**config.mk**
```make
export PLATFORM = sky130hd
export DESIGN_NAME = codificador_teclado
export DESIGN_NICKNAME = d
export VERILOG_FILES = /design/src/rtl/codificador_teclado_pkg.sv /design/src/rtl/codificador_teclado_sincronizador_lineas.sv /design/src/rtl/codificador_teclado.sv
export SDC_FILE = /design/constraint.sdc
export NUM_CORES = 1
export LEC_CHECK = 0
export CAP_MARGIN = 40
export CORE_ASPECT_RATIO = 1.1
export CORE_MARGIN = 8
export CORE_UTILIZATION = 53
export DETAILED_ROUTE_END_ITERATION = 8
export GPL_TIMING_DRIVEN = 0
export HOLD_SLACK_MARGIN = 0.12
export PLACE_DENSITY = 0.81
export RECOVER_POWER = 50
export SYNTH_ARGS = -nofsm -noshare
export SYNTH_HDL_FRONTEND = slang
export SYNTH_HIERARCHICAL = 1
export SYNTH_SLANG_ARGS = --single-unit
```
**constraint.sdc**
```tcl
create_clock -name clk -period 4.1 [get_ports clk]
set_input_delay 0.82 -clock clk [delete_from_list [all_inputs] [get_ports clk]]
set_output_delay 0.82 -clock clk [all_outputs]
set_load 0.05 [all_outputs]
```
**src/rtl/codificador_teclado_pkg.sv**
```systemverilog
// Shared constants and types for the keypad scan encoder.
// The group and line geometry matches the BCD decoder on the output side.
package codificador_teclado_pkg;

    localparam int NUM_GROUPS = 3;
    localparam int NUM_LINES  = 4;
    localparam int MAX_DIGIT  = 9;
    localparam int SEL_BASE   = 4;

    typedef enum logic [1:0] {
        ST_IDLE         = 2'd0,
        ST_SCAN         = 2'd1,
        ST_CONFIRM      = 2'd2,
        ST_WAIT_RELEASE = 2'd3
    } estado_t;

    typedef enum logic [1:0] {
        RES_NONE = 2'd0,
        RES_KEY  = 2'd1,
        RES_BAD  = 2'd2
    } resultado_t;

    // Digit for a key at (group, line): 4*g + a.
    function automatic logic [3:0] codigo_tecla(input logic [1:0] grupo, input logic [1:0] linea);
        return 4'(grupo) * 4'(NUM_LINES) + 4'(linea);
    endfunction

endpackage

```
**src/rtl/codificador_teclado_sincronizador_lineas.sv**
```systemverilog
// Two-flop synchronizer for the raw keypad sense lines.
module sincronizador_lineas
    import codificador_teclado_pkg::*;
(
    input  logic                 clk,
    input  logic                 reset_n,
    input  logic [NUM_LINES-1:0] line_in,
    output logic [NUM_LINES-1:0] line_sync
);

    logic [NUM_LINES-1:0] meta_q;
    logic [NUM_LINES-1:0] sync_q;

    for (genvar gi = 0; gi < NUM_LINES; gi++) begin : g_bit
        always_ff @(posedge clk or negedge reset_n) begin
            if (!reset_n) begin
                meta_q[gi] <= 1'b0;
                sync_q[gi] <= 1'b0;
            end else begin
                meta_q[gi] <= line_in[gi];
                sync_q[gi] <= meta_q[gi];
            end
        end
    end

    assign line_sync = sync_q;

endmodule

```
**src/rtl/codificador_teclado.sv**
```systemverilog
// Keypad scan encoder: drives one select group at a time, debounces a single
// press and emits its BCD digit with a one-cycle key_valid pulse.
module codificador_teclado
    import codificador_teclado_pkg::*;
#(
    parameter int SCAN_CYCLES = 1000,
    parameter int DEBOUNCE    = 4
) (
    input  logic       clk,
    input  logic       reset_n,
    input  logic       enable,
    input  logic [3:0] line_in,
    output logic [2:0] sel_out,
    output logic [3:0] bcd_num,
    output logic       key_valid,
    output logic       busy
);

    localparam int SLOT_W = $clog2(SCAN_CYCLES);
    localparam int DEB_W  = $clog2(DEBOUNCE + 1);
    localparam logic [SLOT_W-1:0] SLOT_LAST  = SLOT_W'(SCAN_CYCLES - 1);
    localparam logic [DEB_W-1:0]  DEB_TARGET = DEB_W'(DEBOUNCE);
    localparam logic [1:0]        GROUP_LAST = 2'(NUM_GROUPS - 1);

    estado_t           state_q, state_d;
    logic [SLOT_W-1:0] slot_q, slot_d;
    logic [1:0]        group_q, group_d;
    logic [1:0]        seen_q, seen_d;
    logic [3:0]        code_q, code_d;
    logic [3:0]        cand_q, cand_d;
    logic [DEB_W-1:0]  deb_q, deb_d;
    logic [DEB_W-1:0]  rel_q, rel_d;
    logic [3:0]        bcd_q, bcd_d;
    logic              kv_q, kv_d;

    logic [3:0] line_sync;
    logic [2:0] pop;
    logic [1:0] idx;
    logic [2:0] seen_total;
    logic [3:0] code_all;
    resultado_t result;
    logic       accept;
    logic [3:0] acc_code;

    sincronizador_lineas u_sync (
        .clk      (clk),
        .reset_n  (reset_n),
        .line_in  (line_in),
        .line_sync(line_sync)
    );

    always_ff @(posedge clk or negedge reset_n) begin
        if (!reset_n) begin
            state_q <= ST_IDLE;
            slot_q  <= '0;
            group_q <= '0;
            seen_q  <= '0;
            code_q  <= '0;
            cand_q  <= '0;
            deb_q   <= '0;
            rel_q   <= '0;
            bcd_q   <= '0;
            kv_q    <= 1'b0;
        end else begin
            state_q <= state_d;
            slot_q  <= slot_d;
            group_q <= group_d;
            seen_q  <= seen_d;
            code_q  <= code_d;
            cand_q  <= cand_d;
            deb_q   <= deb_d;
            rel_q   <= rel_d;
            bcd_q   <= bcd_d;
            kv_q    <= kv_d;
        end
    end

    always_comb begin
        state_d  = state_q;
        slot_d   = slot_q;
        group_d  = group_q;
        seen_d   = seen_q;
        code_d   = code_q;
        cand_d   = cand_q;
        deb_d    = deb_q;
        rel_d    = rel_q;
        bcd_d    = bcd_q;
        kv_d     = 1'b0;
        accept   = 1'b0;
        acc_code = cand_q;

        pop = 3'd0;
        idx = 2'd0;
        for (int i = 0; i < NUM_LINES; i++) begin
            if (line_sync[i]) begin
                pop = pop + 3'd1;
                idx = 2'(i);
            end
        end
        // Round tally including the sample taken on this cycle.
        seen_total = 3'(seen_q) + pop;
        code_all   = (pop == 3'd1) ? codigo_tecla(group_q, idx) : code_q;
        if (seen_total == 3'd0)
            result = RES_NONE;
        else if (seen_total == 3'd1 && code_all <= 4'(MAX_DIGIT))
            result = RES_KEY;
        else
            result = RES_BAD;

        if (!enable || state_q == ST_IDLE) begin
            state_d = enable ? ST_SCAN : ST_IDLE;
            slot_d  = '0;
            group_d = '0;
            seen_d  = '0;
            code_d  = '0;
            deb_d   = '0;
            rel_d   = '0;
        end else if (slot_q != SLOT_LAST) begin
            slot_d = slot_q + SLOT_W'(1);
        end else begin
            slot_d  = '0;
            group_d = (group_q == GROUP_LAST) ? 2'd0 : group_q + 2'd1;
            if (group_q != GROUP_LAST) begin
                seen_d = (seen_total >= 3'd2) ? 2'd2 : seen_total[1:0];
                code_d = code_all;
            end else begin
                seen_d = '0;
                code_d = '0;
                case (state_q)
                    ST_SCAN: begin
                        if (result == RES_KEY) begin
                            cand_d = code_all;
                            deb_d  = DEB_W'(1);
                            if (DEB_TARGET == DEB_W'(1)) begin
                                accept   = 1'b1;
                                acc_code = code_all;
                            end else begin
                                state_d = ST_CONFIRM;
                            end
                        end
                    end
                    ST_CONFIRM: begin
                        if (result == RES_KEY && code_all == cand_q) begin
                            deb_d = deb_q + DEB_W'(1);
                            if (deb_q + DEB_W'(1) == DEB_TARGET)
                                accept = 1'b1;
                        end else begin
                            state_d = ST_SCAN;
                            deb_d   = '0;
                        end
                    end
                    ST_WAIT_RELEASE: begin
                        if (result == RES_NONE) begin
                            rel_d = rel_q + DEB_W'(1);
                            if (rel_q + DEB_W'(1) == DEB_TARGET) begin
                                state_d = ST_SCAN;
                                rel_d   = '0;
                            end
                        end else begin
                            rel_d = '0;
                        end
                    end
                    default: state_d = ST_IDLE;
                endcase
                if (accept) begin
                    bcd_d   = acc_code;
                    kv_d    = 1'b1;
                    state_d = ST_WAIT_RELEASE;
                    deb_d   = '0;
                    rel_d   = '0;
                end
            end
        end
    end

    always_comb begin
        sel_out   = (state_q == ST_IDLE) ? 3'b000 : 3'(3'b001 << group_q);
        busy      = (state_q == ST_CONFIRM) || (state_q == ST_WAIT_RELEASE);
        bcd_num   = bcd_q;
        key_valid = kv_q;
    end

endmodule

```
==> results of run 1 <==
-- worst register-to-register path: stages (launching register included) --
cell and delay [ps]:
sky130_fd_sc_hd__dfrtp_1 410, sky130_fd_sc_hd__ha_2 200, sky130_fd_sc_hd__nor2b_1 160, sky130_fd_sc_hd__or2_2 280, sky130_fd_sc_hd__ha_1 260, sky130_fd_sc_hd__nand2b_1 170
sky130_fd_sc_hd__o31ai_4 110, sky130_fd_sc_hd__buf_4 180, sky130_fd_sc_hd__nand3_2 130, sky130_fd_sc_hd__mux2_4 390, sky130_fd_sc_hd__o41ai_4 570, sky130_fd_sc_hd__o2111ai_1 250
sky130_fd_sc_hd__nor2_2 260, sky130_fd_sc_hd__mux2_2 370
-- layout by cell type (no fill, tap or decap), drive strengths merged, types with 3 or more instances in the layout --
cell type,count
dfrtp,43
nor2,25
nand2,18
clkdlybuf4s50,14
ha,13
nand3,12
xor2,10
a21oi,9
inv,9
o21ai,9
mux2,9
clkbuf,9
buf,9
and3,8
nand2b,6
xnor2,5
o2111ai,5
nor3,4
o211ai,4
nor2b,4
or2,3
-- stage by stage --
stage,utilization [%],cells,TNS (ps)
detailed placement,59.6,312,-542
global placement,59.3,311,-256
floorplan,-,240,0
global route,63.3,325,0
finish,63.3,325,0
CTS,62.8,323,0
-- logic make-up (layout without fill, tap and decap cells) --
logic type,Yosys count,count (layout)
simple gates,91,91
flops,43,43
compound gates,50,50
xor+xnor,16,16
mux,11,11
buf+inv,15,44
fa+ha+maj,14,14
-- registers in the layout, indices dropped and copies added, names as in the netlist --
signal / cells
slot_q: 10
acc_code: 4
bcd_num: 4
code_q: 4
u_sync/line_sync: 4
u_sync/meta_q: 4
deb_q: 3
rel_q: 3
group_q: 2
seen_q: 2
state_q: 2
key_valid: 1
-- repair_timing --
item	CTS	global route
setup buffers	3	2
resized for setup	2	6
cloned	0	0
pin swaps	1	3
endpoints found under the hold margin	0	0
setup endpoints to repair	7	16
-- final timing paths --
kind / to / cells past startpoint
max reg2reg: bcd_num[3]$_DFFE_PN0P_ / 13
min: u_sync/line_sync[1]$_DFF_PN0_ / 0
max: bcd_num[3]$_DFFE_PN0P_ / 13
max in group asynchronous: seen_q[1]$_DFFE_PN0P_ / 2
min reg2reg: u_sync/line_sync[1]$_DFF_PN0_ / 0
min in group asynchronous: acc_code[0]$_DFFE_PN0P_ / 1
-- power by group through the flow --
stage                     combinational (W)  clock (W)  sequential [W]
final                              0.000340   0.000333        0.000466
after detailed placement           0.000325          0        0.000474
after CTS                          0.000332   0.000338        0.000466
after global placement             0.000314          0        0.000473
after floorplan                    0.000231          0        0.000470
after global routing               0.000378   0.000356        0.000470
-- area by class of cell --
type,instances,area (sq um)
sequential,43,1080
tap,56,70.1
clock inverter,3,43.8
buffer,6,35.0
timing repair buffer,21,193
multi-input combinational,182,1380
clock buffer,5,68.8
inverter,9,33.8
fill,351,1690
-- layer usage --
metal	global-route usage, %	share of wire, %	up-vias
li1	-	-	920
met2	27.0	51	31
met1	17.6	45	909
met4	4.88	1.2	0
met3	3.59	3.2	6
met5	0	0	-
==> impl_summary.md, run 1 <==
Worst setup path
The critical path's top delay family is simple AND/OR/NAND/NOR gates. Together, buffers and inverters on the worst path number 1. The most critical setup path has its startpoint at u_sync/line_sync[1]$_DFF_PN0_.

STA puts the critical path data arrival time at 4050 ps. Of all nets on the critical path, the largest fanout is 6. For the worst setup path, the data required time is 4290 ps. The category of the worst setup path capture point is a flip-flop.

For this design, the slowest cell found on the critical path is sky130_fd_sc_hd__o41ai_4. STA classifies the critical path startpoint as a flip-flop. The critical path goes through ha_2 -> nor2b_1 -> or2_2 -> ha_1 -> nand2b_1 -> o31ai_4 -> buf_4 -> nand3_2 -> mux2_4 -> o41ai_4 -> o2111ai_1 -> nor2_2 -> mux2_2. The reg-to-reg critical path startpoint is u_sync/line_sync[1]$_DFF_PN0_. The biggest cell delay along the critical path is 570 ps. In this run the register-to-register setup slack is 240 ps. The critical path is of the reg -> reg type.

Timing
The worst-case hold slack is 357 ps. The relative max-transition margin is -11.5%. The clock arrives with 7.84 ps of skew. The final count of hold timing violations is 0. The final number of setup-violating endpoints is 0. The upper clock frequency limit is 259 MHz. The final count of pins violating max slew was 32. Setup repair after global routing left no endpoint under its margin. The post-route minimum period is 3860 ps.

The slew at the pin with the worst max-slew slack is 1670 ps. The share of the cycle needed by the critical path after routing is 94.1%. The worst path meets setup with 240 ps of slack.

Logic synthesis
Measured against the total synthesized area, the mux share comes to 5.01%. The count of flip-flops with a built-in enable after synthesis is 0. The leading area contributor after synthesis is sky130_fd_sc_hd__dfrtp_1. Yosys printed 6 warnings.

The share of the yosys chip area belonging to registers is 43.0%. Counting flops with an async set or reset pin after synthesis yields a share of 100%. After synthesis, the largest family of logic cells by area is simple AND/OR/NAND/NOR gates. Counting instances in the post-synthesis netlist gives the leading cell types as 43 x sky130_fd_sc_hd__dfrtp_1, 24 x sky130_fd_sc_hd__nor2_1, 18 x sky130_fd_sc_hd__nand2_1. Summing the areas of all and, or, nand and nor instances in the mapped netlist gives 18.9% of the synthesized area. The distinct cell type count of the synthesized netlist is 58. Summing the areas of all compound-gate instances in the mapped netlist gives 16.9% of the synthesized area. The synthesized net count is 261. The cell area after synthesis is 2500 sq um.

The post-synthesis share of cell area spent on full adders, half adders and majority gates is 7.31%. The synthesized design devotes to its leading area cell type 43.0% of total area. sky130_fd_sc_hd__dfrtp_1 is the most common cell in the netlist. The number of storage elements in the synthesis netlist is 43.

In the synthesized netlist the dominant register cell turns out to be sky130_fd_sc_hd__dfrtp_1. Dividing the synthesized area by the synthesized cell count gives 10.4 sq um. The synthesized netlist devotes 6.16% of its cell area to XOR and XNOR gates. The post-synthesis instance total is 240. In the post-synthesis netlist, the biggest area contributors are sky130_fd_sc_hd__dfrtp_1 43%, sky130_fd_sc_hd__ha_1 6.5%, sky130_fd_sc_hd__mux2_2 3.6%.

Power
The total internal power is 0.000752 W. In this run the power density over the cells is 393 nW/um^2. The design draws 0.00114 W. For this design the static power due to leakage is 1.26 nW. The maximum resistive drop on vdd is 210 uV. The net switching power figure is 0.000388 W. The share of total power dissipated in the clock network is 29.2%. Net switching is 34.0% of the power.

Per report_power, the combinational group accounts for 29.8% of the total. The power share of the sequential group is 40.9%.

Drt
The total detailed-routing wirelength is 4910 um. The first detailed-routing pass ran for 4 iterations. In the routed design, unresolved DRC markers number 0. In the routed layout, each cell is associated on average with a via count of 5.74. The average routed wire per standard cell is 15.1 um.

The number of DRC markers after the initial detailed-route iteration is 97. The total via count in the routed design is 1,866. The detail route stage leaves a number of antenna-violating nets equal to 0.

Clock tree
Counting along the longest clock path gives a buffer depth of 2. Clock-pin slew was measured on the worst setup and hold paths at 90 ps. The buffer cell driving the clock tree root is sky130_fd_sc_hd__clkbuf_8. The number of clock sinks seen by CTS is 43. The number of buffers added to fix hold violations after cts is 0. The deepest level of the CTS H-tree is 2. TritonCTS built the clock tree. The clock reaches the later pin of the worst-skew pair after 300 ps. TritonCTS created 5 clock buffers.

Floorplanning
The floorplan has 26 rows. The standard cell core area is 4590 sq um. 16 I/O pins were placed. The die area is 7170 sq um. The floorplan die width is 81.5 um. For this configuration, the core starts out at a cell density of 54.5%. The height of the die is 88.0 um.

Placement
OpenSTA, run right after detailed placement, puts the worst setup slack at -113 ps. Input and output buffers added on the ports amount to 15. At the end of routability-driven placement, the weighted congestion stood at 0.803. The half-perimeter wire length after placement is 3640 um. Once placement finished, the instance area stood at 2740 sq um.

Final layout
The finished cells cover 2900 sq um. The fraction of layout instances using a drive strength above 1 is 16.7%. The final-stage net count is 289. 0 antenna diodes ended up in the layout. The area growth from synthesis to layout is 16.1%.

Worst hold path
The hold path startpoint is u_sync/meta_q[1]$_DFF_PN0_. The path class of the tightest hold or removal check is reg -> reg.

GRT
The wire length of the first global-routing pass is 8730 um. The number of antenna violations at the first check in global routing is 0. Global routing finished with a remaining overflow of 0. The via count of the first global-routing pass is 1,911. The pin count of the biggest net entering global routing is 32. In the global route stage, overall resource usage came out at 15.3%.

Flow run
The number of maximum-capacitance constraint violations is 1.

Status
The checks that failed: capacitance limit, slew limit. The flow ran to the end, but the final reports show violations.
Power figures use the tool's default switching activity.
==> run 2, diff against run 1 <==
==> constraint.sdc (replaced) <==
create_clock -name clk -period 3.1 [get_ports clk]
set_input_delay 0.62 -clock clk [delete_from_list [all_inputs] [get_ports clk]]
set_output_delay 0.62 -clock clk [all_outputs]
set_load 0.1 [all_outputs]
==> impl_summary.md, run 2 (synthesized netlist as in run 1, its figures left out) <==
Status
The run finished, with violations left. The final reports fail on capacitance limit, slew limit, setup timing.

Final layout
The leading cell type in the layout, fill and taps excluded is sky130_fd_sc_hd__dfrtp_1. In the layout the commonest cells are 43 x sky130_fd_sc_hd__dfrtp_1, 23 x sky130_fd_sc_hd__nor2_1, 17 x sky130_fd_sc_hd__buf_4, 17 x sky130_fd_sc_hd__nand2_1, 14 x sky130_fd_sc_hd__clkdlybuf4s50_1. The antenna diode instance count is 0. The multi-input combinational cells in the finished layout cover a total of 1560 sq um. The register with the most flip-flops in the layout has 10 of them. The fraction of layout instances using a drive strength above 1 is 28.5%. Summing all non-filler instances in the final layout gives an area of 3330 sq um. Summing all flip-flop and latch instances after layout gives 1080 sq um.

The final layout contains 311 nets. The layout has 295 filler cells. The register with the most flip-flops in the final layout is slot_q.

The layout overhead on the synthesized area is 33.1%.

Drt
The total detailed-routing wirelength is 6060 um. The average routed wire per standard cell is 17.5 um. The total via count in the routed design is 2,008. The detail route stage leaves a number of antenna-violating nets equal to 0.

After detailed routing, the number of vias per cell comes to 5.79. For this run, design rule violations remaining after detail routing come to 0. For this block, the initial DRC count from the detailed router was 158. The number of search-and-repair iterations in the first detailed-routing pass is 4.

Timing
The share of the cycle needed by the critical path after routing is 115%. Based on the critical path, the design can be clocked at up to 280 MHz. For the pin with the worst max-slew slack, the measured transition is 1540 ps.

The final count of pins violating max slew is 30. Setup violations remaining at the end of the flow were counted as 16. The post-route minimum period is 3570 ps. Measured against its own limit, the worst slew margin works out to -2.66%.

Setup repair after global routing could not meet its margin everywhere. In the post-route analysis, the smallest setup slack over all paths is -473 ps. For the final database, setup skew stands at 13.0 ps. The final count of hold timing violations is 0. Hold timing on the final database bottoms out at a slack of 352 ps.

Worst setup path
The worst reg2reg path depth is 16. The slack of the worst reg-to-reg path is -470 ps. The arrival time at the worst endpoint is 3800 ps.

The slowest stage of the critical path belongs to the cell sky130_fd_sc_hd__a2111o_1. The reg-to-reg critical path startpoint is u_sync/line_sync[1]$_DFF_PN0_. The setup path with the least slack is of type reg -> reg. The category of the worst setup path capture point is a flip-flop. The data required time of the worst path is 3330 ps.

The biggest cell delay along the critical path is 440 ps. Traced cell by cell, the critical path runs through ha_2 -> nor2b_4 -> or2_4 -> ha_4 -> nand2b_4 -> o31ai_4 -> inv_2 -> fa_2 -> xnor3_1 -> nand3b_1 -> buf_6 -> a211o_1 -> a31oi_4 -> o2111ai_4 -> a2111o_1 -> nand3_1. The startpoint type of the worst setup path is a flip-flop. The worst flop-to-flop path endpoint is deb_q[2]$_DFFE_PN0P_. The maximum fanout encountered on the critical timing path is 4.

Clock tree
The tree is rooted in a sky130_fd_sc_hd__clkbuf_8. Clock tree synthesis found a total of 43 sinks. The CTS buffer count is 5. TritonCTS built the clock tree. The latest clock arrival within the worst-skew pair is 300 ps. The number of buffers added to fix hold violations after cts is 0. In this run the deepest clock path goes through 2 buffers. The H-tree generated during clock tree synthesis spans 2 levels. The clock transition time at the flip-flop clock pins of the worst setup and hold paths is 80 ps.

GRT
After global routing the overflow that remains totals 0. The overall routing resource usage is 16.6%. The wire length of the first global-routing pass is 9330 um. The via count of the first global-routing pass is 2,044. The pin count of the biggest net entering global routing is 30.

The number of antenna violations at the first check in global routing is 0.

Placement
The placer congestion estimate is 0.822. Before CTS, the worst setup slack after placement is -635 ps. After legalization and detailed placement, the total HPWL measured 3870 um.

The post-place instance area is 2960 sq um. The count of input and output buffers is 15.

Power
The total power is 0.00179 W. The maximum resistive drop on vdd is 417 uV. The power share of the sequential group is 34.5%. Summed over all nets, the switching power comes to 0.000630 W. In this run switching power makes up 35.2% of total power. The power per unit of standard cell area is 538 nW/um^2. The static leakage power is 1.42 nW.

The combinational share of power is 36.6%. The relative contribution of the clock network to total power is 28.9%. The total internal power is 0.00116 W.

Flow run
The number of maximum-capacitance constraint violations is 1.

Worst hold path
The type of the tightest min-delay check is reg -> reg. The hold path depth is 0. The worst hold path begins at u_sync/meta_q[2]$_DFF_PN0_. The endpoint of the worst hold-timing path is u_sync/line_sync[2]$_DFF_PN0_.

Floorplanning
The height of the die is 88.0 um. Measured along the x axis, the die boundary spans 81.5 um. The starting density of the core is 54.5%. The die covers 7170 sq um. 16 I/O pins were placed. The standard cell core area is 4590 sq um. The placement row count is 26.
## run 2: cell count changes in the layout (fill, tap and decap cells not counted), moves of 3 or more
cell / previous run / this run
sky130_fd_sc_hd__buf_4: 4 / 17
sky130_fd_sc_hd__buf_8: 0 / 9
sky130_fd_sc_hd__mux2_2: 8 / 4
sky130_fd_sc_hd__mux2_4: 1 / 5
sky130_fd_sc_hd__ha_1: 12 / 9
## run 2: area by class of cell
| type | instances | share of cell area [%] |
|---|---|---|
| Timing Repair Buffer | 43 | 12.8 |
| Clock buffer | 6 | 2.18 |
| Sequential cell | 43 | 32.3 |
| Tap cell | 56 | 2.11 |
| Multi-Input combinational cell | 182 | 46.7 |
| Inverter | 9 | 1.02 |
| Buffer | 6 | 1.05 |
| Clock inverter | 2 | 1.80 |
## run 2: metal layers
layer  track usage (%)  share of wire, %  vias up
met1              19.5                43      996
met4              6.67               1.7        0
met5                 0                 0        -
met3              3.29               2.9       12
li1                  -                 -      961
met2              28.7                53       39
## run 2: critical path: cells and delay by family (launching register included)
| family | cells | cell delay [ps] |
|---|---|---|
| compound gates | 5 | 1190 |
| fa+ha+maj | 3 | 740 |
| simple gates | 5 | 700 |
| flops | 1 | 410 |
| xor+xnor | 1 | 240 |
| buf+inv | 2 | 210 |
## run 2: power groups by stage
stage                     registers, W  logic (W)  clock network (W)
final                         0.000618   0.000655           0.000517
after global routing          0.000621   0.000693           0.000541
after CTS                     0.000617   0.000623           0.000522
after detailed placement      0.000628   0.000578                  0
after global placement        0.000625   0.000506                  0
after floorplan               0.000621   0.000398                  0
## run 2: through the flow
stage	TNS [ps]	util, %	cells
final	-4830	72.6	347
after global routing	-6910	72.6	347
after CTS	-3560	70.6	342
after detailed placement	-7520	64.6	321
after global placement	-6750	61.3	311
after floorplan	-2100	-	240
## run 2: how the worst max path moves through the flow
stage | start | to | slack, ps | depth (start not counted)
finish | u_sync/line_sync[1]$_DFF_PN0_ | deb_q[2]$_DFFE_PN0P_ | -470 | 16
global placement | u_sync/line_sync[1]$_DFF_PN0_ | bcd_num[3]$_DFFE_PN0P_ | -590 | 14
floorplan | u_sync/line_sync[1]$_DFF_PN0_ | deb_q[0]$_DFFE_PN0P_ | -280 | 15
detailed placement | u_sync/line_sync[1]$_DFF_PN0_ | bcd_num[0]$_DFFE_PN0P_ | -630 | 14
CTS | u_sync/line_sync[1]$_DFF_PN0_ | deb_q[1]$_DFFE_PN0P_ | -380 | 16
global route | u_sync/line_sync[1]$_DFF_PN0_ | bcd_num[0]$_DFFE_PN0P_ | -590 | 15
## run 2: what timing repair did
item | CTS | global route
buffers inserted | 13 | 5
gates resized for setup | 10 | 14
pin swaps | 10 | 14
endpoints found under the setup margin | 17 | 15
==> run 3, diff against run 2 <==
- CORE_ASPECT_RATIO: 1.1 -> 0.8
- CORE_UTILIZATION: 53 -> 59
- PLACE_DENSITY: 0.81 -> 0.85
- clock period: 3.1 -> 4 ns (I/O delays scaled with it)
==> impl_summary.md, run 3 (synthesized netlist as in run 1, its figures left out) <==
Status
The flow ran to the end, but the final reports show violations. The final reports fail on capacitance limit, slew limit.

Clock tree
For this design, the sink count on the clock tree is 43. The deepest level of the CTS H-tree is 2. The largest buffer count on any clock path is 2. After clock tree synthesis, the clock-pin slew on the worst setup and hold paths is 80 ps. For the worst-skew pair, the clock arrives at the later sink with an insertion delay of 300 ps. The buffer cell driving the clock tree root is sky130_fd_sc_hd__clkbuf_8.

The number of buffers added to fix hold violations after cts is 0. TritonCTS created 5 clock buffers. TritonCTS built the clock tree.

Final layout
The register with the most flip-flops in the layout has 10 of them. Leaving out fill and tap cells, the most frequent cell in the layout is sky130_fd_sc_hd__dfrtp_1. The summed area of non-filler cells in the final layout is 3080 sq um. The number of antenna diodes in the final layout is 0. The layout overhead on the synthesized area is 23.0%. slot_q holds more flip-flops than any other register. The library cells used most frequently in the layout, excluding fill and tap cells, are 43 x sky130_fd_sc_hd__dfrtp_1, 24 x sky130_fd_sc_hd__nor2_1, 18 x sky130_fd_sc_hd__nand2_1. The final-stage net count is 299. Of the cells placed in the final design, the portion with a size suffix greater than 1 is 19.1%.

GRT
The via count of the first global-routing pass is 1,991. The number of antenna violations at the first check in global routing is 0. Entering global routing, the biggest net connects 37 pins.

The overall routing resource usage is 17.9%. The total overflow reported by the global router is 0. The first global-routing pass estimated 9130 um of wire.

Timing
The clock period could shrink to 3910 ps. The share of the cycle needed by the critical path after routing is 97.8%. The final count of hold timing violations was 0.

Between clock sinks in the finished design, the worst skew comes to 4.63 ps. The final number of setup-violating endpoints is 0. At the pin with the least slew margin, the transition time is 1900 ps. Summed over all failing endpoints, the final setup total negative slack is 0 ps. The relative max-transition margin is -26.9%.

The final count of pins violating max slew is 37. The upper clock frequency limit is 256 MHz.

Floorplanning
The die is 74.2 um tall. Measured along the x axis, the die boundary spans 88.8 um. The starting density of the core is 60.6%. The number of ports placed on the die boundary is 16. The die area is 6590 sq um. In this run the standard cell core region covers 4130 sq um.

The placement row count is 21.

Power
For this design the ratio of total power to cell area is 389 nW/um^2. The static leakage power is 1.31 nW. Across the VDD grid, the largest voltage drop is 230 uV.

Placement
The count of input and output buffers is 15. The placer congestion estimate is 0.854. The HPWL after detailed placement is 3820 um. Summing all placed instances gives a cell area of 2870 sq um.

Worst setup path
The slack of the worst reg-to-reg path is 90 ps. Along the worst path, the maximum fanout reaches 4. The category of the worst setup path capture point is a flip-flop. The start point of the critical path is u_sync/line_sync[1]$_DFF_PN0_.

In this run the critical register-to-register path is launched from u_sync/line_sync[1]$_DFF_PN0_. The arrival time at the worst endpoint is 4100 ps. Data on the critical path is required at its endpoint by 4190 ps.

The critical path in this run is classified as reg -> reg. The worst flop-to-flop path endpoint is bcd_num[1]$_DFFE_PN0P_. Following the worst setup path forward leads to its endpoint at bcd_num[1]$_DFFE_PN0P_.

The worst setup path is launched from a flip-flop. The worst reg2reg path depth is 15.

Drt
The total detailed-routing wirelength is 5480 um. In this run, the number of DRC markers left after iteration 0 of detailed routing was 158. Dividing the detail-routed via count by the number of cells gives 5.90. The average routed wire per standard cell is 16.4 um.

The first detailed-routing pass took 4 iterations. The number of antenna-violating nets in the routed design is 0. The number of design rule violations left after detail routing is 0. The total via count in the routed design is 1,969.

Worst hold path
The type of the tightest min-delay check is reg -> reg.

Flow run
The number of maximum-capacitance constraint violations is 1.
[run 3: routing by layer]
layer | track usage (%) | vias up | part of all wire [%]
li1 | - | 935 | -
met1 | 21.5 | 981 | 46
met2 | 29.7 | 45 | 49
met3 | 4.08 | 8 | 3.7
met4 | 8.60 | 0 | 1.6
met5 | 0 | - | 0
[run 3: cell type report]
type,count,area [sq um]
multi-input combinational,182,1460
sequential,43,1080
fill,281,1050
timing repair buffer,31,332
clock buffer,6,72.6
tap,57,71.3
buffer,6,35.0
inverter,9,33.8
[run 3: power breakdown]
| part | total (W) | internal, W | switching, W |
|---|---|---|---|
| clock network | 0.000261 | 0.000117 | 0.000145 |
| registers | 0.000479 | 0.000458 | 0.0000215 |
| logic | 0.000455 | 0.000162 | 0.000293 |
[run 3: stage by stage]
step / hold WS, ps / instances / total power (W) / setup WS [ps] / utilization [%]
3_3_place_gp: 335 / 312 / 0.000858 / -138 / 66.0
6_report: 351 / 334 / 0.00120 / 87.3 / 74.6
2_1_floorplan: 331 / 240 / 0.000770 / 186 / -
4_1_cts: 336 / 329 / 0.00118 / 116 / 72.5
5_1_grt: 367 / 334 / 0.00125 / -62.4 / 74.6
3_5_place_dp: 335 / 322 / 0.000916 / -183 / 69.6
[run 3: timing repair]
action | in CTS | in global routing
setup endpoints to repair | 12 | 7
resized for setup | 7 | 7
buffers inserted | 1 | 5
pin swaps | 4 | 5
[run 3: worst min path at each step]
stage / startpoint / end / cells past startpoint
2_1_floorplan: u_sync/meta_q[0]$_DFF_PN0_ / u_sync/line_sync[0]$_DFF_PN0_ / 0
3_3_place_gp: u_sync/meta_q[0]$_DFF_PN0_ / u_sync/line_sync[0]$_DFF_PN0_ / 0
3_5_place_dp: u_sync/meta_q[1]$_DFF_PN0_ / u_sync/line_sync[1]$_DFF_PN0_ / 0
4_1_cts: reset_n / u_sync/line_sync[3]$_DFF_PN0_ / 1
5_1_grt: u_sync/meta_q[1]$_DFF_PN0_ / u_sync/line_sync[1]$_DFF_PN0_ / 0
6_report: u_sync/meta_q[1]$_DFF_PN0_ / u_sync/line_sync[1]$_DFF_PN0_ / 0
[run 3: critical path, stage by stage, from the launching register on]
cell and delay, ps:
sky130_fd_sc_hd__dfrtp_1 430, sky130_fd_sc_hd__ha_4 200, sky130_fd_sc_hd__nor2b_1 160, sky130_fd_sc_hd__or2_2 280, sky130_fd_sc_hd__ha_1 270, sky130_fd_sc_hd__nand2b_1 180
sky130_fd_sc_hd__o31ai_4 90, sky130_fd_sc_hd__inv_1 100, sky130_fd_sc_hd__fa_1 400, sky130_fd_sc_hd__xnor3_1 240, sky130_fd_sc_hd__nand3b_1 240, sky130_fd_sc_hd__a221oi_4 310
sky130_fd_sc_hd__buf_4 160, sky130_fd_sc_hd__o2111ai_2 180, sky130_fd_sc_hd__nor2_4 190, sky130_fd_sc_hd__mux2_2 350
